===== src/rtl/axis_packet_arbiter.sv =====
// Round-robin, packet-granular AXI-Stream arbiter: merges NUM_S sources onto one
// registered master port, holding each grant until the granted source's tlast.
module axis_packet_arbiter #(
    parameter int NUM_S       = 4,
    parameter int TDATA_WIDTH = 32,
    parameter int CNT_WIDTH   = 16
) (
    input  logic                           aclk,
    input  logic                           areset,
    input  logic [NUM_S-1:0]               en_mask,
    input  logic [NUM_S-1:0]               s_axis_tvalid,
    input  logic [NUM_S*TDATA_WIDTH-1:0]   s_axis_tdata,
    input  logic [NUM_S-1:0]               s_axis_tlast,
    output logic [NUM_S-1:0]               s_axis_tready,
    output logic                           m_axis_tvalid,
    output logic [TDATA_WIDTH-1:0]         m_axis_tdata,
    output logic                           m_axis_tlast,
    output logic [$clog2(NUM_S)-1:0]       m_axis_tid,
    input  logic                           m_axis_tready,
    output logic                           busy,
    output logic [CNT_WIDTH-1:0]           pkt_count
);

    localparam int ID_W = $clog2(NUM_S);

    typedef enum logic [0:0] {
        ST_IDLE = 1'b0,
        ST_PASS = 1'b1
    } state_t;

    state_t                 state_q, state_d;
    logic [ID_W-1:0]        grant_q, grant_d;
    logic [ID_W-1:0]        last_grant_q, last_grant_d;
    logic                   m_tvalid_q, m_tvalid_d;
    logic [TDATA_WIDTH-1:0] m_tdata_q, m_tdata_d;
    logic                   m_tlast_q, m_tlast_d;
    logic [ID_W-1:0]        m_tid_q, m_tid_d;
    logic [CNT_WIDTH-1:0]   cnt_q, cnt_d;
    logic [NUM_S-1:0]       s_ready_s;
    logic                   load_s;
    logic                   m_hs_s;
    logic [ID_W:0]          pick_s;

    // Returns {found, index}; the descending loop leaves the smallest upward offset from last.
    function automatic logic [ID_W:0] rr_pick(input logic [NUM_S-1:0] req,
                                              input logic [ID_W-1:0]  last);
        logic [ID_W:0] res;
        int            idx;
        res = '0;
        for (int off = NUM_S; off >= 1; off--) begin
            idx = (int'(last) + off) % NUM_S;
            if (req[idx]) begin
                res = {1'b1, ID_W'(idx)};
            end else begin
                res = res;
            end
        end
        return res;
    endfunction

    // Arbitration and packet-forwarding state machine.
    always_comb begin
        state_d      = state_q;
        grant_d      = grant_q;
        last_grant_d = last_grant_q;
        s_ready_s    = '0;
        load_s       = 1'b0;
        pick_s       = rr_pick(s_axis_tvalid & en_mask, last_grant_q);
        case (state_q)
            ST_IDLE: begin
                if (pick_s[ID_W]) begin
                    grant_d      = pick_s[ID_W-1:0];
                    last_grant_d = pick_s[ID_W-1:0];
                    state_d      = ST_PASS;
                end else begin
                    state_d      = ST_IDLE;
                end
            end
            ST_PASS: begin
                s_ready_s[grant_q] = !m_tvalid_q || m_axis_tready;
                load_s             = s_axis_tvalid[grant_q] && s_ready_s[grant_q];
                if (load_s && s_axis_tlast[grant_q]) begin
                    state_d = ST_IDLE;
                end else begin
                    state_d = ST_PASS;
                end
            end
            default: begin
                state_d = ST_IDLE;
            end
        endcase
    end

    assign m_hs_s = m_tvalid_q && m_axis_tready;

    // Output register: a load wins over an unload so back-to-back beats keep tvalid high.
    always_comb begin
        m_tvalid_d = m_tvalid_q;
        m_tdata_d  = m_tdata_q;
        m_tlast_d  = m_tlast_q;
        m_tid_d    = m_tid_q;
        if (load_s) begin
            m_tvalid_d = 1'b1;
            m_tdata_d  = s_axis_tdata[int'(grant_q)*TDATA_WIDTH +: TDATA_WIDTH];
            m_tlast_d  = s_axis_tlast[grant_q];
            m_tid_d    = grant_q;
        end else if (m_hs_s) begin
            m_tvalid_d = 1'b0;
        end else begin
            m_tvalid_d = m_tvalid_q;
        end
    end

    // Packet counter wraps naturally at 2^CNT_WIDTH.
    always_comb begin
        if (m_hs_s && m_tlast_q) begin
            cnt_d = cnt_q + CNT_WIDTH'(1'b1);
        end else begin
            cnt_d = cnt_q;
        end
    end

    // State and output registers; last_grant resets to NUM_S-1 so source 0 is searched first.
    always_ff @(posedge aclk or posedge areset) begin
        if (areset) begin
            state_q      <= ST_IDLE;
            grant_q      <= '0;
            last_grant_q <= ID_W'(NUM_S - 1);
            m_tvalid_q   <= 1'b0;
            m_tdata_q    <= '0;
            m_tlast_q    <= 1'b0;
            m_tid_q      <= '0;
            cnt_q        <= '0;
        end else begin
            state_q      <= state_d;
            grant_q      <= grant_d;
            last_grant_q <= last_grant_d;
            m_tvalid_q   <= m_tvalid_d;
            m_tdata_q    <= m_tdata_d;
            m_tlast_q    <= m_tlast_d;
            m_tid_q      <= m_tid_d;
            cnt_q        <= cnt_d;
        end
    end

    assign s_axis_tready = s_ready_s;
    assign m_axis_tvalid = m_tvalid_q;
    assign m_axis_tdata  = m_tdata_q;
    assign m_axis_tlast  = m_tlast_q;
    assign m_axis_tid    = m_tid_q;
    assign busy          = (state_q == ST_PASS) || m_tvalid_q;
    assign pkt_count     = cnt_q;

endmodule


===== config.mk =====
export PLATFORM = sky130hd
export DESIGN_NAME = axis_packet_arbiter
export DESIGN_NICKNAME = d
export VERILOG_FILES = /design/src/rtl/axis_packet_arbiter.sv
export SDC_FILE = /design/constraint.sdc
export NUM_CORES = 1
export LEC_CHECK = 0
export ABC_AREA = 1
export ABC_CLOCK_PERIOD_IN_PS = 1500
export BUFFER_PORTS_ARGS = -buffer_cell sky130_fd_sc_hd__buf_2
export CAP_MARGIN = 20
export CORE_UTILIZATION = 35
export CTS_BUF_LIST = sky130_fd_sc_hd__clkbuf_16
export DETAILED_ROUTE_END_ITERATION = 8
export GPL_ROUTABILITY_DRIVEN = 1
export PLACE_DENSITY = 0.67
export SKIP_CTS_REPAIR_TIMING = 1
export SLEW_MARGIN = 30
export SYNTH_ARGS = -nofsm -noshare
export SYNTH_HDL_FRONTEND = slang
export SYNTH_SLANG_ARGS = --single-unit

===== constraint.sdc =====
create_clock -name aclk -period 1.5 [get_ports aclk]
set_input_delay 0.15 -clock aclk [delete_from_list [all_inputs] [get_ports aclk]]
set_output_delay 0.15 -clock aclk [all_outputs]
set_load 0.1 [all_outputs]

==> results.cfg, run 1 <==
[status]
status = finished, violations left
violations = negative setup slack

[global_route]
grt_pass1_vias = 3843
grtUsageTotal = 0.232
grt_first_pass_wirelength_um = 17800
gr-total-overflow = 0
grt_antenna_before_repair = 0
grt_max_degree = 58

[route]
first_pass_iters = 4
wl_met2_um = 6050
wl_met1_um = 4650
routed_wl_um = 11500
ant_nets = 0
first_iter_violations = 214
avgViaCountPerCell = 4.98
route.met3.wl_um = 655
wl_per_cell_um = 14.4
vias = 3981
route.detailed.drc = 0
highest_layer = met4

[clock_network]
clockBufferDepth = 2
cts_sinks = 57
cts_tree = done
cts_buffers = 9
clk_latency_ps = 320
clkSlewWorstSetupHoldPaths_ps = 50
root_buffer = clkbuf_16
htree_num_levels = 3

[power_and_ir_drop]
swShare = 0.574
pwr-share-clk = 0.152
p_switching_w = 0.00803
power_frac_seq = 0.187
p_leak_nw = 2.91
power.density_mw_per_mm2 = 2640
p_comb_frac = 0.661
vdd_drop_max_mv = 1.72
power.internal_w = 0.00595

[placement]
place_inst = 771
pre_cts_ws_ps = -141
portBuffers = 199
dpl_cell_area_mm2 = 0.00469
dpl.hpwl_um = 8590
gp_congestion = 1.00

[cells_and_area]
final_cells = 799
antennaDiodeCount = 0
finalInstanceArea_mm2 = 0.00530
nNetsFinal = 830
syn_to_final_growth_pct = 62.1
drive_gt1_frac = 0.495

[setup_path]
slowest_delay_ps = 600
crit_top_cell = nand2_2
worstPathMaxFanout = 7
crit_type = flop to flop
cp_slowest_cell = dfstp_2
cp-start-kind = flop
crit_chain = inv_4, nand3_2, nand2_2, nand2_2, nand2_2, nor2_4, nand2_2, nand2_4, nor2_2, nand2_1, nand2_1
critPathBufInv = 1
worstPathRequired_ps = 1710
cp.arrival_ps = 1870
cp_top_family = simple AND/OR/NAND/NOR gates
cp-end-kind = flop

[floorplanning]
dieWidth_um = 98.6
coreArea_mm2 = 0.00889
initial_core_util = 0.367
die_height_um = 98.6
io_pins = 200
fp-row-count = 34
die_area_mm2 = 0.00972

[timing]
tightest_slew_ps = 519
timing.fmax_mhz = 600
finalHoldViolCount = 0
drv_slew = 0
max-slew-margin-rel = 0.656
clock_skew_ps = 6.47
min_period_over_period = 1.11
setup_ws_ps = -166
fin_setup_tns_ps = -4540
setup_viol = 45
rsz0062_at_grt = true
finalCriticalPeriod_ps = 1670

[logic_synthesis]
avgSynthCellArea_um2 = 7.11
synthCells = 459
yosysSeqAreaShare = 0.438
synth_seq_cells = 57
synth_area_mm2 = 0.00327
netlist-cell-type-count = 24
synth_warnings = 0
syn_nets = 603

[min_path]
hold_path_class = input pin to flop

[flow_run]
max-cap-violations = 0
-- state kept, by name, summed over array words and instances (netlist names) --
name and flops:
m_axis_tid 2, pkt_count 16, m_axis_tlast 1, last_grant_q 2, m_axis_tdata 32, m_axis_tvalid 1, grant_q 2, state_q 1
-- synth_stat cells --
library cell	number	area [um^2]
mux2_2	1	11.3
buf_2	5	25.0
dfstp_2	2	52.6
a21oi_1	2	10.0
clkbuf_1	13	48.8
dfrtp_1	55	1380
nand2_1	225	845
nand3_1	52	260
ha_1	1	12.5
nor2_1	17	63.8
nand4_1	1	6.26
a21oi_4	1	16.3
inv_2	3	11.3
a22oi_2	1	12.5
buf_4	4	30.0
clkinv_1	1	3.75
nor2_2	3	18.8
o21ai_0	5	25.0
inv_1	19	71.3
xnor2_1	4	35.0
nor3_1	3	15.0
a22oi_1	34	255
o21a_1	1	7.51
xor2_1	6	52.6
-- final cells by class --
type / instances / area [um^2]
fillers: 807 / 3600
multi-input cells: 357 / 1910
flip-flops and latches: 57 / 1440
repair buffers: 238 / 1410
clock buffers: 9 / 225
well taps: 108 / 135
inverters: 23 / 92.6
clock inverters: 7 / 86.3
-- through the flow --
step	total power, W	hold slack, ps	util
after CTS	0.0133	-89.4	0.563
after global routing	0.0147	68.5	0.596
final	0.0140	67.6	0.596
after global placement	0.0111	250	0.528
after floorplan	0.00919	236	-
after detailed placement	0.0112	255	0.528
-- layout by cell type, fill, tap and decap left out, types with 3 or more instances in the layout --
cell type,instances
clkbuf_16,9
buf_6,4
nor2_1,8
xor2_1,6
xnor2_1,4
dfrtp_1,44
nor2_4,5
buf_2,194
a22oi_1,34
nand2_1,190
dfrtp_2,11
buf_4,31
nand2_4,4
inv_1,13
o21ai_1,3
nor2_2,7
nand2_2,31
buf_12,7
nand3_1,41
inv_2,9
clkinv_2,3
nand3_2,11
nor3_4,3
-- per-layer routing --
layer / vias to the layer above / global-route usage
met5: - / 0
met4: 0 / 0.0666
met3: 15 / 0.0532
met2: 176 / 0.414
met1: 1857 / 0.281
li1: 1933 / -
-- power by group through the flow --
stage               Sequential (W)  Combinational, W  Clock [W]
finish                     0.00261           0.00924    0.00213
CTS                        0.00259           0.00858    0.00217
detailed placement         0.00260           0.00858          0
global route               0.00270           0.00979    0.00223
floorplan                  0.00604           0.00315          0
global placement           0.00261           0.00845          0
-- worst register-to-register path, delay by kind of cell, from the launching register on --
kind / cells / cell delay [ps]
simple gates: 10 / 890
flops: 1 / 600
buf+inv: 1 / 80
-- worst paths after layout --
check	from	cells past startpoint	slack [ps]	to
worst max-delay path	last_grant_q[0]$_DFFE_PP1P_	11	-170	grant_q[0]$_DFFE_PP0P_
max in group asynchronous	areset	4	740	last_grant_q[0]$_DFFE_PP1P_
worst min-delay path	m_axis_tready	2	70	m_axis_tvalid$_DFFE_PP0P_
min in group asynchronous	areset	4	450	pkt_count[5]$_DFFE_PP0P_
worst max register to register	last_grant_q[0]$_DFFE_PP1P_	11	-170	grant_q[0]$_DFFE_PP0P_
worst min register to register	m_axis_tdata[1]$_DFFE_PP0P_	2	460	m_axis_tdata[1]$_DFFE_PP0P_
-- logic make-up (layout without fill, tap and decap cells) --
family                   Yosys count  in the layout  share of synthesized area
AND/OR/NAND/NOR                  301            301                      0.370
flip-flops                        57             57                      0.438
buffers and inverters             45            277                     0.0582
AO/OA/AOI/OAI                     44             44                      0.100
XOR/XNOR                          10             10                     0.0268
adder cells (fa/ha/maj)            1              1                    0.00383
multiplexers                       1              1                    0.00345
(Power assumes the default switching activity.)
==> inputs of run 2 (changes only) <==
SKIP_CTS_REPAIR_TIMING = unset   (was 1)
==> run 2 against run 1 <==
  * The flow still finishes with violations (negative setup slack)
  * Via count grew 3.6%
  * Critical endpoint unchanged
  * Register-to-register slack gained 50 ps
  * Largest power group unchanged
  * Sequential share of layout area shrank 1.5 points
  * Core utilization grew 3.6 points
  * Clock-buffer cell count is the same
  * Cell count grew 0.75%
  * Final area grew 6.0%
  * Flip-flop and latch count is the same
==> results.cfg, run 2 (same netlist as run 1, synthesis figures left out) <==
[clock_network]
clkSlewWorstSetupHoldPaths_ps = 50
cts_tree = done
root_buffer = clkbuf_16
cts_sinks = 57
clockBufferDepth = 2
htree_num_levels = 3
clk_latency_ps = 330
cts_buffers = 9

[power_and_ir_drop]
vdd_drop_max_mv = 1.74
p_leak_nw = 3.08
power.density_mw_per_mm2 = 2660

[floorplanning]
io_pins = 200
initial_core_util = 0.367
coreArea_mm2 = 0.00889
fp-row-count = 34
die_height_um = 98.6
die_area_mm2 = 0.00972
dieWidth_um = 98.6

[global_route]
grt_first_pass_wirelength_um = 18400
gr-total-overflow = 0
grt_antenna_before_repair = 0
grtUsageTotal = 0.241
grt_max_degree = 58
grt_pass1_vias = 3988

[setup_path]
worstRegToRegCells = 11
crit_type = flop to flop
r2r-end = grant_q[0]$_DFFE_PP0P_
cp-start-kind = flop
cp.arrival_ps = 1830
worstPathRequired_ps = 1710
worstPathMaxFanout = 7
cp-end-kind = flop
r2r_setup_slack_ps = -120
worstReg2RegStart = last_grant_q[0]$_DFFE_PP1P_

[placement]
portBuffers = 199
gp_congestion = 1.00
dpl.hpwl_um = 8590

[timing]
clock_skew_ps = 8.38
drv_slew = 0
setup_viol = 44
rsz0062_at_grt = true
timing.fmax_mhz = 617
finalHoldViolCount = 0
finalCriticalPeriod_ps = 1620
min_period_over_period = 1.08
setup_ws_ps = -120
max-slew-margin-rel = 0.656
fin_setup_tns_ps = -2500
tightest_slew_ps = 520

[cells_and_area]
utilization = 0.631
syn_to_final_growth_pct = 71.9
nNetsFinal = 836
antennaDiodeCount = 0
drive_gt1_frac = 0.522
layout_common_cells = buf_2, nand2_1, dfrtp_1
n_fill_cell = 749
largest_reg_flops = 32
layout_commonest_cell = buf_2

[status]
violations = negative setup slack
status = finished, violations left

[min_path]
holdPathStages = 2
hold-path-endpoint = m_axis_tvalid$_DFFE_PP0P_
hp-start = m_axis_tready
hold_path_class = input pin to flop

[route]
ant_nets = 0
wl_per_cell_um = 15.5
avgViaCountPerCell = 5.12
route.detailed.drc = 0
first_iter_violations = 175
routed_wl_um = 12400
first_pass_iters = 5
vias = 4124

[flow_run]
max-cap-violations = 0
## run 2: cell count changes in the layout (fill, tap and decap cells not counted), sizes merged
cell,before,now
buf,236,239
clkbuf,10,13
## run 2: layer usage
metal,vias up,share of wire,track usage,routed length (um)
met5,-,0,0,0
met1,1932,0.38,0.283,4750
met3,29,0.067,0.0546,837
met4,0,0.021,0.0907,265
met2,211,0.53,0.430,6590
li1,1952,-,-,-
## run 2: critical path, cell delays in order, from the launching register on
cell and delay [ps]:
dfstp_2 620, inv_4 90, nand3_2 80, nand2_4 80, nand2_4 90, nand2_2 80, nor2_4 110, nand2_2 90
nand2_4 100, nor2_2 50, nand2_1 70, nand2_1 50
## run 2: power by group
| part | leakage, nW | internal (W) | switching, W |
|---|---|---|---|
| sequential | 0.696 | 0.00215 | 0.000468 |
| clock | 0.156 | 0.00144 | 0.000696 |
| combinational | 2.23 | 0.00287 | 0.00732 |
| total | 3.08 | 0.00646 | 0.00849 |
## run 2: final cells by class
| cell class | count | area [um^2] | share of cell area |
|---|---|---|---|
| well taps | 108 | 135 | 0.0241 |
| clock inverters | 7 | 86.3 | 0.0154 |
| clock buffers | 9 | 225 | 0.0401 |
| multi-input cells | 357 | 2060 | 0.366 |
| inverters | 23 | 97.6 | 0.0174 |
| repair buffers | 244 | 1570 | 0.280 |
| flip-flops and latches | 57 | 1440 | 0.257 |
## run 2: worst max-delay path by stage
stage | from | to | slack (ps) | depth (start not counted)
finish | last_grant_q[0]$_DFFE_PP1P_ | grant_q[0]$_DFFE_PP0P_ | -120 | 11
global route | last_grant_q[0]$_DFFE_PP1P_ | grant_q[0]$_DFFE_PP0P_ | -210 | 11
CTS | m_axis_tvalid$_DFFE_PP0P_ | s_axis_tready[1] | -120 | 6
detailed placement | last_grant_q[0]$_DFFE_PP1P_ | grant_q[1]$_DFFE_PP0P_ | -140 | 11
global placement | grant_q[0]$_DFFE_PP0P_ | m_axis_tdata[28]$_DFFE_PP0P_ | -90 | 7
floorplan | m_axis_tvalid$_DFFE_PP0P_ | s_axis_tready[0] | -450 | 5
## run 2: repair_timing
action / 4_1_cts / 5_1_grt
pin swaps: 8 / 35
endpoints found under the hold margin: 55 / 0
gates cloned: 1 / 4
resized for setup: 38 / 81
hold buffers: 1 / 0
setup buffers: 9 / 4
endpoints found under the setup margin: 45 / 50
## run 2: metrics by stage
step | worst slack, ps | area (um^2) | std cells | power [W] | hold slack, ps
global route | -209 | 5610 | 805 | 0.0157 | 68.5
detailed placement | -141 | 4690 | 771 | 0.0112 | 255
finish | -120 | 5610 | 805 | 0.0150 | 72.1
global placement | -94.9 | 4690 | 771 | 0.0111 | 250
CTS | -122 | 5210 | 798 | 0.0139 | 55.6
floorplan | -451 | 3380 | 459 | 0.00919 | 236
==> inputs of run 3 (changes only) <==
SKIP_CTS_REPAIR_TIMING = 1   (was unset)
TNS_END_PERCENT = 5   (was unset)
==> run 3 against run 2 <==
  * The run still ends with negative setup slack left
  * Hold slack better by 22 ps
  * Via count is 5.4% lower
  * Combinational power is 12% lower
  * Global-route usage is 0.53 points lower
  * Cell count is 1.2% lower
  * Setup slack worse by 38 ps
  * Clock-buffer cell count stayed put
  * Total power is 9.6% lower
  * Clock skew is 4.5 ps lower
  * Largest cell class unchanged
  * Sequential share of layout area is 2.2 points higher
  * Register-to-register slack worse by 20 ps
==> results.cfg, run 3 (same netlist as run 1, synthesis figures left out) <==
[floorplanning]
die_height_um = 98.6
fp-row-count = 34
initial_core_util = 0.367
die_area_mm2 = 0.00972
coreArea_mm2 = 0.00889
io_pins = 200
dieWidth_um = 98.6

[clock_network]
cts_buffers = 9
cts_tree = done
cts_sinks = 57
clkSlewWorstSetupHoldPaths_ps = 50
clk_latency_ps = 320
root_buffer = clkbuf_16
htree_num_levels = 3
clockBufferDepth = 2

[timing]
max-slew-margin-rel = 0.660
min_period_over_period = 1.11
clock_skew_ps = 3.85
setup_ws_ps = -158
setup_viol = 9
whs_ps = 93.7
drv_slew = 0
finalCriticalPeriod_ps = 1660
tightest_slew_ps = 514
timing.fmax_mhz = 603
rsz0062_at_grt = true
finalHoldViolCount = 0

[global_route]
grt_max_degree = 58
grt_first_pass_wirelength_um = 18100
grt_pass1_vias = 3912
gr-total-overflow = 0
grtUsageTotal = 0.236
grt_antenna_before_repair = 0

[route]
ant_nets = 0
vias = 3900
routed_wl_um = 11200
first_iter_violations = 125
first_pass_iters = 4
wl_per_cell_um = 14.1
route.detailed.drc = 0
avgViaCountPerCell = 4.91

[cells_and_area]
layout_common_cells = nand2_1, buf_2, dfrtp_1
multi_input_area_mm2 = 0.00182
layout_commonest_cell = nand2_1
largest_reg_flops = 32
syn_to_final_growth_pct = 58.0
final-seq-area_mm2 = 0.00144
drive_gt1_frac = 0.456
antennaDiodeCount = 0
nNetsFinal = 826
n_fill_cell = 842
utilization = 0.580

[setup_path]
cp.arrival_ps = 1510
crit_type = flop to primary output
worstPathMaxFanout = 5
cp-end-kind = primary output
worstPathRequired_ps = 1350
cp-start-kind = flop

[placement]
pre_cts_ws_ps = -129
portBuffers = 199
gp_congestion = 0.854
dpl.hpwl_um = 8740

[min_path]
hold_path_class = input pin to flop

[power_and_ir_drop]
vdd_drop_max_mv = 2.09
p_leak_nw = 2.87
power.density_mw_per_mm2 = 2620

[status]
violations = negative setup slack
status = finished, violations left

[flow_run]
max-cap-violations = 0
-- run 3: critical path, stage by stage (launching register included) --
cell     delay, ps
dfrtp_2        430
inv_2           70
nor2_2          30
nor2_1         110
inv_2          130
nor3_4         200
buf_12         210
-- run 3: layout make-up --
class                   count  share of cell area
repair buffers            234               0.269
multi-input cells         357               0.353
clock inverters             7              0.0119
clock buffers               9              0.0437
inverters                  23              0.0172
well taps                 108              0.0262
flip-flops and latches     57               0.279
-- run 3: path summary, 6_finish.rpt --
path	from	cells past startpoint	to	slack, ps
worst max-delay path	m_axis_tvalid$_DFFE_PP0P_	6	s_axis_tready[2]	-160
worst min-delay path	m_axis_tready	2	m_axis_tvalid$_DFFE_PP0P_	90
worst max register to register	last_grant_q[0]$_DFFE_PP1P_	11	grant_q[0]$_DFFE_PP0P_	-140
worst min register to register	m_axis_tdata[8]$_DFFE_PP0P_	2	m_axis_tdata[8]$_DFFE_PP0P_	470
max in group asynchronous	areset	4	last_grant_q[0]$_DFFE_PP1P_	750
min in group asynchronous	areset	4	pkt_count[7]$_DFFE_PP0P_	430
-- run 3: through the flow --
step / TNS, ps / area, um^2 / total power, W / cells
4_1_cts: -1170 / 5010 / 0.0133 / 793
3_5_place_dp: -451 / 4720 / 0.0113 / 777
5_1_grt: -2050 / 5160 / 0.0143 / 795
3_3_place_gp: 0 / 4720 / 0.0112 / 777
2_1_floorplan: -13350 / 3330 / 0.00907 / 459
6_report: -856 / 5160 / 0.0135 / 795
-- run 3: power by group --
group	internal [W]	leakage (nW)	switching, W
logic	0.00226	2.02	0.00676
clock network	0.00126	0.144	0.000688
registers	0.00215	0.699	0.000390
total	0.00567	2.87	0.00784
-- run 3: layer usage --
layer	wire length (um)	GRT usage
met5	0	0
met4	205	0.0746
met3	623	0.0489
met2	5800	0.424
met1	4600	0.282
